### config.mk
export PLATFORM = sky130hd
export DESIGN_NAME = pipelined_shift_unit
export DESIGN_NICKNAME = d
export VERILOG_FILES = /design/src/rtl/shifter_pkg.sv /design/src/rtl/shift_stage.sv /design/src/rtl/pipelined_shift_unit.sv
export SDC_FILE = /design/constraint.sdc
export NUM_CORES = 1
export LEC_CHECK = 0
export CORE_MARGIN = 2
export CORE_UTILIZATION = 53
export DETAILED_ROUTE_END_ITERATION = 6
export PLACE_DENSITY = 0.84
export SYNTH_ARGS = -nofsm -noshare
export SYNTH_HDL_FRONTEND = slang
export SYNTH_HIERARCHICAL = 1
export SYNTH_SLANG_ARGS = --single-unit
### constraint.sdc
create_clock -name clk -period 1.6 [get_ports clk]
set_input_delay 0.32 -clock clk [delete_from_list [all_inputs] [get_ports clk]]
set_output_delay 0.32 -clock clk [all_outputs]
set_load 0.01 [all_outputs]
### src/rtl/shifter_pkg.sv
// Shared types for the pipelined shift/rotate unit: op encoding, per-stage
// control payload and the shift-amount width helper.
package shifter_pkg;

    typedef enum logic [1:0] {
        SH_SLL = 2'b00,
        SH_SRL = 2'b01,
        SH_SRA = 2'b10,
        SH_ROR = 2'b11
    } sh_op_e;

    // Control half of the stage payload; data, sh and tag travel beside it
    // as separate vectors because their widths follow the module parameters.
    typedef struct packed {
        sh_op_e op;
        logic   fill;
        logic   carry;
    } stage_ctl_t;

    function automatic int shw_of(input int width);
        return $clog2(width);
    endfunction

endpackage

### src/rtl/shift_stage.sv
// One pipeline stage of the shift unit: shifts or rotates by 2^K when sh[K]
// is set, updates the carry, and registers the full payload.
module shift_stage
    import shifter_pkg::*;
#(
    parameter int K     = 0,
    parameter int WIDTH = 32,
    parameter int SHW   = shw_of(WIDTH),
    parameter int TAG_W = 4
) (
    input  logic             clk,
    input  logic             rst,
    input  logic             en,
    input  logic             src_vld,
    input  logic [WIDTH-1:0] src_data,
    input  logic [SHW-1:0]   src_sh,
    input  stage_ctl_t       src_ctl,
    input  logic [TAG_W-1:0] src_tag,
    output logic             vld_p0,
    output logic [WIDTH-1:0] data_p0,
    output logic [SHW-1:0]   sh_p0,
    output stage_ctl_t       ctl_p0,
    output logic [TAG_W-1:0] tag_p0
);

    localparam int S = 1 << K;

    logic [WIDTH-1:0] shifted;
    logic             shifted_carry;

    always_comb begin
        shifted       = src_data;
        shifted_carry = src_ctl.carry;
        if (src_sh[K]) begin
            case (src_ctl.op)
                SH_SLL: begin
                    shifted       = src_data << S;
                    shifted_carry = src_data[WIDTH-S];
                end
                SH_SRL: begin
                    shifted       = src_data >> S;
                    shifted_carry = src_data[S-1];
                end
                SH_SRA: begin
                    shifted       = {{S{src_ctl.fill}}, src_data[WIDTH-1:S]};
                    shifted_carry = src_data[S-1];
                end
                // ROR carry is taken from the result MSB at the output
                default: shifted = {src_data[S-1:0], src_data[WIDTH-1:S]};
            endcase
        end
    end

    // stage K register
    always_ff @(posedge clk or posedge rst) begin
        if (rst) begin
            vld_p0  <= 1'b0;
            data_p0 <= '0;
            sh_p0   <= '0;
            ctl_p0  <= '{op: SH_SLL, fill: 1'b0, carry: 1'b0};
            tag_p0  <= '0;
        end else if (en) begin
            vld_p0  <= src_vld;
            data_p0 <= shifted;
            sh_p0   <= src_sh;
            ctl_p0  <= '{op: src_ctl.op, fill: src_ctl.fill, carry: shifted_carry};
            tag_p0  <= src_tag;
        end
    end

endmodule

### src/rtl/pipelined_shift_unit.sv
// Fully pipelined SLL/SRL/SRA/ROR unit with carry/zero flags, sideband tag
// and valid/ready flow control driven by a single global stall.
module pipelined_shift_unit
    import shifter_pkg::*;
#(
    parameter int WIDTH = 32,
    parameter int SHW   = shw_of(WIDTH),
    parameter int TAG_W = 4
) (
    input  logic             clk,
    input  logic             rst,
    input  logic             in_valid,
    output logic             in_ready,
    input  logic [1:0]       in_op,
    input  logic [SHW-1:0]   in_sh,
    input  logic [WIDTH-1:0] in_data,
    input  logic [TAG_W-1:0] in_tag,
    output logic             out_valid,
    input  logic             out_ready,
    output logic [WIDTH-1:0] out_data,
    output logic             out_carry,
    output logic             out_zero,
    output logic [TAG_W-1:0] out_tag
);

    logic             stall;
    logic             en;

    logic             src_vld  [SHW];
    logic [WIDTH-1:0] src_data [SHW];
    logic [SHW-1:0]   src_sh   [SHW];
    stage_ctl_t       src_ctl  [SHW];
    logic [TAG_W-1:0] src_tag  [SHW];

    logic             vld_q    [SHW];
    logic [WIDTH-1:0] data_q   [SHW];
    logic [SHW-1:0]   sh_q     [SHW];
    stage_ctl_t       ctl_q    [SHW];
    logic [TAG_W-1:0] tag_q    [SHW];

    // Whole pipe freezes together; empty stages are not compacted
    assign stall    = out_valid & ~out_ready;
    assign en       = ~stall;
    assign in_ready = ~stall;

    // SRA fill is the operand MSB captured at entry; carry starts at 0
    assign src_vld[0]  = in_valid;
    assign src_data[0] = in_data;
    assign src_sh[0]   = in_sh;
    assign src_ctl[0]  = '{op: sh_op_e'(in_op), fill: in_data[WIDTH-1], carry: 1'b0};
    assign src_tag[0]  = in_tag;

    for (genvar k = 1; k < SHW; k++) begin : g_link
        assign src_vld[k]  = vld_q[k-1];
        assign src_data[k] = data_q[k-1];
        assign src_sh[k]   = sh_q[k-1];
        assign src_ctl[k]  = ctl_q[k-1];
        assign src_tag[k]  = tag_q[k-1];
    end

    for (genvar k = 0; k < SHW; k++) begin : g_stage
        shift_stage #(
            .K     (k),
            .WIDTH (WIDTH),
            .SHW   (SHW),
            .TAG_W (TAG_W)
        ) u_stage (
            .clk      (clk),
            .rst      (rst),
            .en       (en),
            .src_vld  (src_vld[k]),
            .src_data (src_data[k]),
            .src_sh   (src_sh[k]),
            .src_ctl  (src_ctl[k]),
            .src_tag  (src_tag[k]),
            .vld_p0   (vld_q[k]),
            .data_p0  (data_q[k]),
            .sh_p0    (sh_q[k]),
            .ctl_p0   (ctl_q[k]),
            .tag_p0   (tag_q[k])
        );
    end

    // output flags from the last stage register
    assign out_valid = vld_q[SHW-1];
    assign out_data  = data_q[SHW-1];
    assign out_tag   = tag_q[SHW-1];
    assign out_carry = (ctl_q[SHW-1].op == SH_ROR) ? data_q[SHW-1][WIDTH-1]
                                                   : ctl_q[SHW-1].carry;
    assign out_zero  = (data_q[SHW-1] == '0);

endmodule

==> impl_metrics.yaml, run 1 <==
floorplan:
  coreArea_um2: 19500
  io_pins: 87
  die_w_um: 145
  initial_core_util: 0.540
  rows: 51
  fp.dieH_um: 145
  dieArea_um2: 21100
critical_path:
  crit_slowest_cell: "a221oi_4"
  critPathKind: "register to register"
  slowest_delay_ns: 0.52
  required_ns: 1.99
  crit_chain: "ha_4, or3_4, buf_16, a221oi_4, nor2_1"
  cp-end-kind: "register"
  arrival_ns: 2.55
  crit_path_max_fanout: 7
  worst-path-buf-inv: 1
  crit_family: "simple AND/OR/NAND/NOR gates"
  start_kind: "register"
timing:
  slew_headroom: 0.615
  skew_ns: 0.0149
  fin_hold_ws_ns: 0.198
  worst_slack_ns: -0.558
  rsz0062_at_grt: "true"
  min_period_over_period: 1.35
  finalSetupViolCount: 105
  fin_crit_ns: 2.16
  finalHoldViolations: 0
  fmax_mhz: 463
  worstMarginPinSlew_ns: 0.577
  slew_viol_final: 0
cts:
  root_buffer: "clkbuf_16"
  clkLatencyLatePin_ns: 0.53
  htreeDepth: 1
  clk_pin_slew_worst_paths_ns: 0.07
  numCtsBuffers: 23
  cts_tree: "built"
  cts.path.max_buffers: 3
  clock_sinks: 214
  holdBufCountCts: 0
power:
  peakVddDrop_v: 0.000991
  p_per_area_nw_per_um2: 2390
  power.leakage_uw: 0.00623
detailed_routing:
  drt_wl_total_um: 42600
  num_vias: 10900
  drtIter0Drc: 1714
  avgRoutedWirePerCell_um: 28.3
  detail-route-antenna-nets: 0
  drtPass1Iterations: 7
  viasPerCell: 7.27
  route.detailed.drc: 0
layout:
  final_nets: 1290
  drive_gt1_frac: 0.429
  area_delta_synth_final_pct: 47.1
  diodes: 0
  instances_no_fill: 1504
  final_core_util: 0.795
place:
  dp_hpwl_um: 19500
  place_congestion: 0.853
  dp_cells: 1396
  portBuffers: 86
synthesis:
  syn_nets: 1086
  syn_inst: 1019
  yosys_warnings: 6
  synth_area_per_cell_um2: 10.4
  synth_area_um2: 10600
min_path:
  hp-class: "primary input to register"
status:
  outcome: "complete, but fails checks"
  failed_checks: "setup timing"
global_routing:
  grt_pass1_vias: 10500
  grt_max_degree: 46
  antenna_found_initial: 1
  gr-total-overflow: 0
  grt_pass1_wl_um: 57400
  grt_usage: 0.338
run:
  cap_viol_max_count: 0
placed cells by master (no fill, tap or decap), types with 5 or more instances in the layout:
cell,instances
a21oi_1,38
a21oi_2,38
a221oi_2,60
a221oi_4,23
a22oi_1,6
a31oi_1,21
a31oi_4,22
and2b_1,9
buf_12,33
buf_16,6
buf_2,20
buf_4,99
buf_6,40
buf_8,5
clkbuf_1,6
clkbuf_16,26
clkbuf_2,9
clkbuf_8,5
clkdlybuf4s50_1,44
dfrtp_1,205
dfrtp_2,9
ha_4,12
inv_1,16
inv_2,6
mux2_2,48
nand2_1,38
nand3_2,9
nor2_1,136
nor2_2,5
nor2b_1,40
o21ai_0,6
o22ai_1,107
o22ai_2,6
or3_4,6
per-stage QoR:
stage	area [um2]	worst slack, ns	setup TNS, ns	total power, uW
after CTS	14600	-0.420	-6.70	31700
after floorplan	10800	-0.0668	-1.91	18400
after global placement	12600	-0.579	-54.06	22900
final	15500	-0.558	-17.11	37100
after global routing	15500	-0.562	-19.23	38200
after detailed placement	12600	-0.623	-58.98	23600
cell type report:
type | count | area, um2
multi-input combinational | 696 | 6210
sequential | 214 | 5370
fill | 1011 | 4000
timing repair buffer | 264 | 2800
clock buffer | 34 | 667
tap | 265 | 332
inverter | 24 | 92.6
clock inverter | 7 | 66.3
worst reg2reg max path, delay by kind of cell, from the launching register on:
| family | cells | cell delay, ns |
|---|---|---|
| AO/OA/AOI/OAI | 1 | 0.52 |
| buffers and inverters | 1 | 0.22 |
| AND/OR/NAND/NOR | 2 | 0.64 |
| adder cells (fa/ha/maj) | 1 | 0.19 |
| flip-flops | 1 | 0.46 |
worst paths after layout:
check | start | end | slack (ns) | cells past startpoint
setup / recovery | g_stage[1].u_stage/ctl_p0[3]$_DFFE_PP0P_ | g_stage[2].u_stage/data_p0[14]$_DFFE_PP0P_ | -0.56 | 5
hold / removal | in_op[1] | g_stage[0].u_stage/ctl_p0[3]$_DFFE_PP0P_ | 0.20 | 3
setup reg to reg | g_stage[1].u_stage/ctl_p0[3]$_DFFE_PP0P_ | g_stage[2].u_stage/data_p0[14]$_DFFE_PP0P_ | -0.56 | 5
hold reg to reg | g_stage[3].u_stage/tag_p0[1]$_DFFE_PP0P_ | g_stage[3].u_stage/tag_p0[1]$_DFFE_PP0P_ | 0.50 | 1
max in group asynchronous | rst | g_stage[1].u_stage/data_p0[9]$_DFFE_PP0P_ | 0.85 | 3
min in group asynchronous | rst | g_stage[1].u_stage/tag_p0[3]$_DFFE_PP0P_ | 0.23 | 2
layer usage:
layer | GRT usage | up-vias | share of wire
li1 | - | 4262 | -
met1 | 0.397 | 5259 | 0.33
met2 | 0.572 | 1036 | 0.47
met3 | 0.0632 | 377 | 0.11
met4 | 0.212 | 0 | 0.097
met5 | 0 | - | 0
power breakdown:
group	total, uW	internal, uW	switching, uW
sequential	12200	8010	4170
clock	5320	3040	2270
combinational	19600	9330	10300
what timing repair did:
action | in CTS | in global routing
gates resized for setup | 256 | 187
setup buffers | 35 | 32
pin swaps | 104 | 87
setup endpoints to repair | 156 | 184
cloned | 13 | 4
hold endpoints to repair | 0 | 0
sequential cells by signal, indices dropped and copies added (netlist names):
register,cells
g_stage.u_stage/tag_p0,20
g_stage.u_stage/ctl_p0,19
g_stage.u_stage/sh_p0,10
g_stage.u_stage/vld_p0,5
g_stage.u_stage/data_p0,160
(Power assumes the default switching activity.)
==> run 2: changes to the inputs <==
- SKIP_CTS_REPAIR_TIMING: not set -> 1
==> run 2 against run 1 <==
Effect of this change: the run still ends with setup timing left; combinational power barely moved; routed wire length fell by 0.81%; clock skew rose by 0.0060 ns; fmax rose by 2.9%; core utilization rose by 1.2 points; worst setup slack improved by 0.061 ns; power fell by 1.0%; sequential cell count did not move; sequential power barely moved; critical path type unchanged; highest routed layer unchanged.
==> impl_metrics.yaml, run 2 (synthesis results as in run 1) <==
status:
  outcome: "complete, but fails checks"
  failed_checks: "setup timing"
layout:
  drive_gt1_frac: 0.402
  largest_register: "g_stage.u_stage/data_p0"
  final_nets: 1296
  diodes: 0
  instances_no_fill: 1510
  final_cell_mix: "dfrtp_1 (209), nor2_1 (139), buf_4 (102)"
  n_fill_cell: 984
  area_delta_synth_final_pct: 49.3
  final_common_cell: "dfrtp_1"
  reg_top3: "g_stage.u_stage/data_p0 (160), g_stage.u_stage/tag_p0 (20), g_stage.u_stage/ctl_p0 (19)"
  largest_reg_flops: 160
detailed_routing:
  avgRoutedWirePerCell_um: 28.0
  drtIter0Drc: 1528
  drtPass1Iterations: 6
  drt_wl_total_um: 42200
  viasPerCell: 7.13
  route.detailed.drc: 0
  detail-route-antenna-nets: 0
  num_vias: 10800
floorplan:
  coreArea_um2: 19500
  fp.dieH_um: 145
  rows: 51
  dieArea_um2: 21100
  io_pins: 87
  die_w_um: 145
  initial_core_util: 0.540
global_routing:
  grt_usage: 0.262
  gr-usage-met1: 0.340
  grt_pass1_wl_um: 46400
  grt_max_degree: 90
  use_met3: 0.0453
  gr-max-usage-layer: "met2"
  use_met2: 0.446
  grt_pass1_vias: 9236
  gr-total-overflow: 0
  antenna_found_initial: 0
timing:
  slew_headroom: 0.636
  skew_ns: 0.0209
  fin_hold_ws_ns: 0.230
  fmax_mhz: 477
  worst_slack_ns: -0.497
  slew_viol_final: 0
  finalHoldViolations: 0
  min_period_over_period: 1.31
  rsz0062_at_grt: "true"
  worstMarginPinSlew_ns: 0.546
  fin_crit_ns: 2.10
  finalSetupTns_ns: -19.09
  finalSetupViolCount: 143
place:
  place_congestion: 0.853
  dp_hpwl_um: 19500
  portBuffers: 86
  dp_cells: 1396
cts:
  htreeDepth: 1
  clock_sinks: 214
  clk_pin_slew_worst_paths_ns: 0.07
  cts.path.max_buffers: 3
  cts_tree: "built"
  numCtsBuffers: 23
  clkLatencyLatePin_ns: 0.53
  root_buffer: "clkbuf_16"
power:
  combinationalPowerShare: 0.529
  p_clk_frac: 0.144
  p_per_area_nw_per_um2: 2330
  seqPwrFrac: 0.327
  power.leakage_uw: 0.00667
  p_total_uw: 36800
  p_int_uw: 20500
  swShare: 0.441
  power.switching_uw: 16200
  peakVddDrop_v: 0.00122
critical_path:
  critPathKind: "register to register"
  start_kind: "register"
  crit_path_max_fanout: 8
  cp-end-kind: "register"
  required_ns: 1.98
  arrival_ns: 2.48
run:
  cap_viol_max_count: 0
min_path:
  hp-class: "primary input to asynchronous set/reset pin"
-- run 2: changes by cell type in the layout (fill, tap and decap cells not counted), moves of 9 or more --
| cell | delta |
|---|---|
| buf_2 | -19 |
| o22ai_2 | +15 |
| clkbuf_16 | +14 |
| mux2_4 | +9 |
| dlymetal6s2s_1 | +36 |
| mux2_2 | -9 |
| o22ai_1 | -15 |
-- run 2: critical path, cell delays in order (launching register included) --
cell and delay, ns:
dfrtp_1 0.43, ha_2 0.23, or3_4 0.46, buf_12 0.18
a221oi_2 0.49, nor2_1 0.16
-- run 2: final cells by class --
class | count | area (um2) | area share
multi-input cells | 697 | 6130 | 0.389
flip-flops and latches | 214 | 5360 | 0.340
repair buffers | 269 | 3110 | 0.197
clock buffers | 34 | 667 | 0.0423
well taps | 265 | 332 | 0.0210
inverters | 24 | 92.6 | 0.00588
clock inverters | 7 | 66.3 | 0.00421
-- run 2: power groups by stage --
| stage | Clock [uW] | Combinational, uW | Sequential [uW] |
|---|---|---|---|
| final | 5300 | 19400 | 12000 |
| after global routing | 5540 | 20200 | 12200 |
| after CTS | 5200 | 12900 | 10800 |
| after detailed placement | 0 | 12800 | 10900 |
| after global placement | 0 | 12300 | 10700 |
| after floorplan | 0 | 8370 | 10100 |
-- run 2: worst paths after layout --
path	startpoint	end	slack (ns)	depth (start not counted)
setup reg to reg	g_stage[2].u_stage/ctl_p0[3]$_DFFE_PP0P_	g_stage[3].u_stage/data_p0[14]$_DFFE_PP0P_	-0.50	5
hold reg to reg	g_stage[4].u_stage/tag_p0[2]$_DFFE_PP0P_	g_stage[4].u_stage/tag_p0[2]$_DFFE_PP0P_	0.50	1
hold / removal	rst	g_stage[1].u_stage/tag_p0[3]$_DFFE_PP0P_	0.23	2
min in group clk	in_op[1]	g_stage[0].u_stage/ctl_p0[3]$_DFFE_PP0P_	0.27	3
setup / recovery	g_stage[2].u_stage/ctl_p0[3]$_DFFE_PP0P_	g_stage[3].u_stage/data_p0[14]$_DFFE_PP0P_	-0.50	5
max in group asynchronous	rst	g_stage[1].u_stage/data_p0[9]$_DFFE_PP0P_	0.83	3
-- run 2: per-layer routing --
layer,wire length (um),share of wire
met1,13800,0.33
met2,20500,0.49
met3,3920,0.093
met4,4030,0.095
met5,0,0
-- run 2: through the flow --
step / utilization / cell area, um2 / setup WS, ns
floorplan: - / 10800 / -0.0668
global placement: 0.646 / 12600 / -0.579
detailed placement: 0.646 / 12600 / -0.623
CTS: 0.683 / 13300 / -0.945
global route: 0.807 / 15800 / -0.518
finish: 0.807 / 15800 / -0.497
==> run 3: changes to the inputs <==
- CORE_UTILIZATION: 53 -> 40
- CTS_CLUSTER_DIAMETER: not set -> 100
- PLACE_DENSITY: 0.84 -> 0.69
- SKIP_CTS_REPAIR_TIMING: 1 -> not set
==> run 3 against run 2 <==
Effect of this change: the flow still finishes with violations (setup timing); routed wire length fell by 20%; clock skew fell by 0.0038 ns; critical path depth fell by 1; critical path type is now register to output port; highest routed layer unchanged.
==> impl_metrics.yaml, run 3 (synthesis results as in run 1) <==
detailed_routing:
  drtIter0Drc: 762
  drtPass1Iterations: 7
  route.detailed.drc: 0
  num_vias: 9634
  viasPerCell: 6.14
  avgRoutedWirePerCell_um: 21.6
  drt_wl_total_um: 33900
  detail-route-antenna-nets: 0
critical_path:
  required_ns: 1.28
  arrival_ns: 1.63
  start_kind: "register"
  crit_chain: "nor4_2, nand4_1, nor2_1, buf_2"
  crit_slowest_cell: "dfrtp_1"
  critPathKind: "register to output port"
  crit_path_max_fanout: 2
  cp-end-kind: "output port"
  slowest_delay_ns: 0.41
cts:
  clkLatencyLatePin_ns: 0.53
  htreeDepth: 1
  holdBufCountCts: 0
  cts.path.max_buffers: 3
  cts_tree: "built"
  clock_sinks: 214
  root_buffer: "clkbuf_16"
  numCtsBuffers: 24
  clk_pin_slew_worst_paths_ns: 0.06
power:
  power.leakage_uw: 0.00624
  p_total_uw: 34900
  p_per_area_nw_per_um2: 2240
  peakVddDrop_v: 0.00122
timing:
  rsz0062_at_grt: "true"
  slew_viol_final: 0
  min_period_over_period: 1.22
  finalSetupViolCount: 82
  fmax_mhz: 513
  worst_slack_ns: -0.350
  finalHoldViolations: 0
  fin_crit_ns: 1.95
  skew_ns: 0.0171
status:
  outcome: "complete, but fails checks"
  failed_checks: "setup timing"
global_routing:
  antenna_found_initial: 0
  grt_pass1_wl_um: 51700
  grt_usage: 0.224
  grt_pass1_vias: 9500
  gr-total-overflow: 0
  grt_max_degree: 71
place:
  dp_worst_setup_slack_ns: -0.687
  portBuffers: 86
  place_congestion: 0.809
  dp_hpwl_um: 19300
floorplan:
  fp.dieH_um: 166
  initial_core_util: 0.406
  dieArea_um2: 27700
  rows: 59
  die_w_um: 166
  io_pins: 87
  coreArea_um2: 26000
layout:
  diodes: 0
  final_cell_mix: "dfrtp_1 (208), nor2_1 (141), o22ai_1 (111)"
  drive_gt1_frac: 0.419
  area_delta_synth_final_pct: 47.4
  largest_reg_flops: 160
  final_nets: 1285
  final_core_util: 0.599
  final_common_cell: "dfrtp_1"
  largest_register: "g_stage.u_stage/data_p0"
  reg_top3: "g_stage.u_stage/data_p0 (160), g_stage.u_stage/tag_p0 (20), g_stage.u_stage/ctl_p0 (19)"
min_path:
  hp-class: "primary input to asynchronous set/reset pin"
run:
  cap_viol_max_count: 0
## run 3: final cells by class
cell class	instances	area, um2
clock buffer	36	686
tap	335	419
clock inverter	7	98.8
sequential	214	5360
multi-input combinational	697	6070
inverter	24	92.6
timing repair buffer	257	2830
fill	2005	10400
## run 3: final timing paths
check,from,endpoint,slack [ns],depth (start not counted)
worst max-delay path,g_stage[4].u_stage/data_p0[25]$_DFFE_PP0P_,out_zero,-0.35,4
worst min-delay path,rst,g_stage[2].u_stage/tag_p0[1]$_DFFE_PP0P_,0.15,2
worst max register to register,g_stage[1].u_stage/ctl_p0[3]$_DFFE_PP0P_,g_stage[2].u_stage/data_p0[20]$_DFFE_PP0P_,-0.19,5
worst min register to register,g_stage[1].u_stage/sh_p0[3]$_DFFE_PP0P_,g_stage[1].u_stage/sh_p0[3]$_DFFE_PP0P_,0.50,1
max in group asynchronous,rst,g_stage[1].u_stage/data_p0[17]$_DFFE_PP0P_,0.89,3
min in group clk,in_op[1],g_stage[0].u_stage/ctl_p0[3]$_DFFE_PP0P_,0.37,3
## run 3: critical path, delay by kind of cell, from the launching register on
| kind | cells | cell delay, ns |
|---|---|---|
| flip-flops | 1 | 0.41 |
| AND/OR/NAND/NOR | 3 | 0.55 |
| buffers and inverters | 1 | 0.13 |
## run 3: power breakdown
| part | internal (uW) | switching, uW | leakage (uW) |
|---|---|---|---|
| clock network | 3280 | 2230 | 0.000381 |
| registers | 8020 | 3510 | 0.00246 |
| logic | 9110 | 8700 | 0.00340 |
## run 3: routing by layer
metal / wire (um) / GRT usage / up-vias
met4: 1640 / 0.0907 / 0
met1: 13600 / 0.296 / 4769
met2: 16500 / 0.372 / 478
li1: - / - / 4260
met3: 2130 / 0.0349 / 127
met5: 0 / 0 / -
## run 3: what timing repair did
item | CTS | global route
pin swaps | 87 | 70
setup buffers | 34 | 19
gates cloned | 16 | 6
resized for setup | 266 | 143
setup endpoints to repair | 152 | 198
## run 3: stage by stage
stage / setup TNS [ns] / cell area (um2) / cells / hold WS, ns
finish: -8.45 / 15600 / 1570 / 0.146
global route: -12.66 / 15600 / 1570 / 0.183
CTS: -5.67 / 14700 / 1554 / 0.139
detailed placement: -51.72 / 12700 / 1466 / 0.484
global placement: -48.14 / 12700 / 1466 / 0.482
floorplan: -1.91 / 10800 / 1019 / 0.450
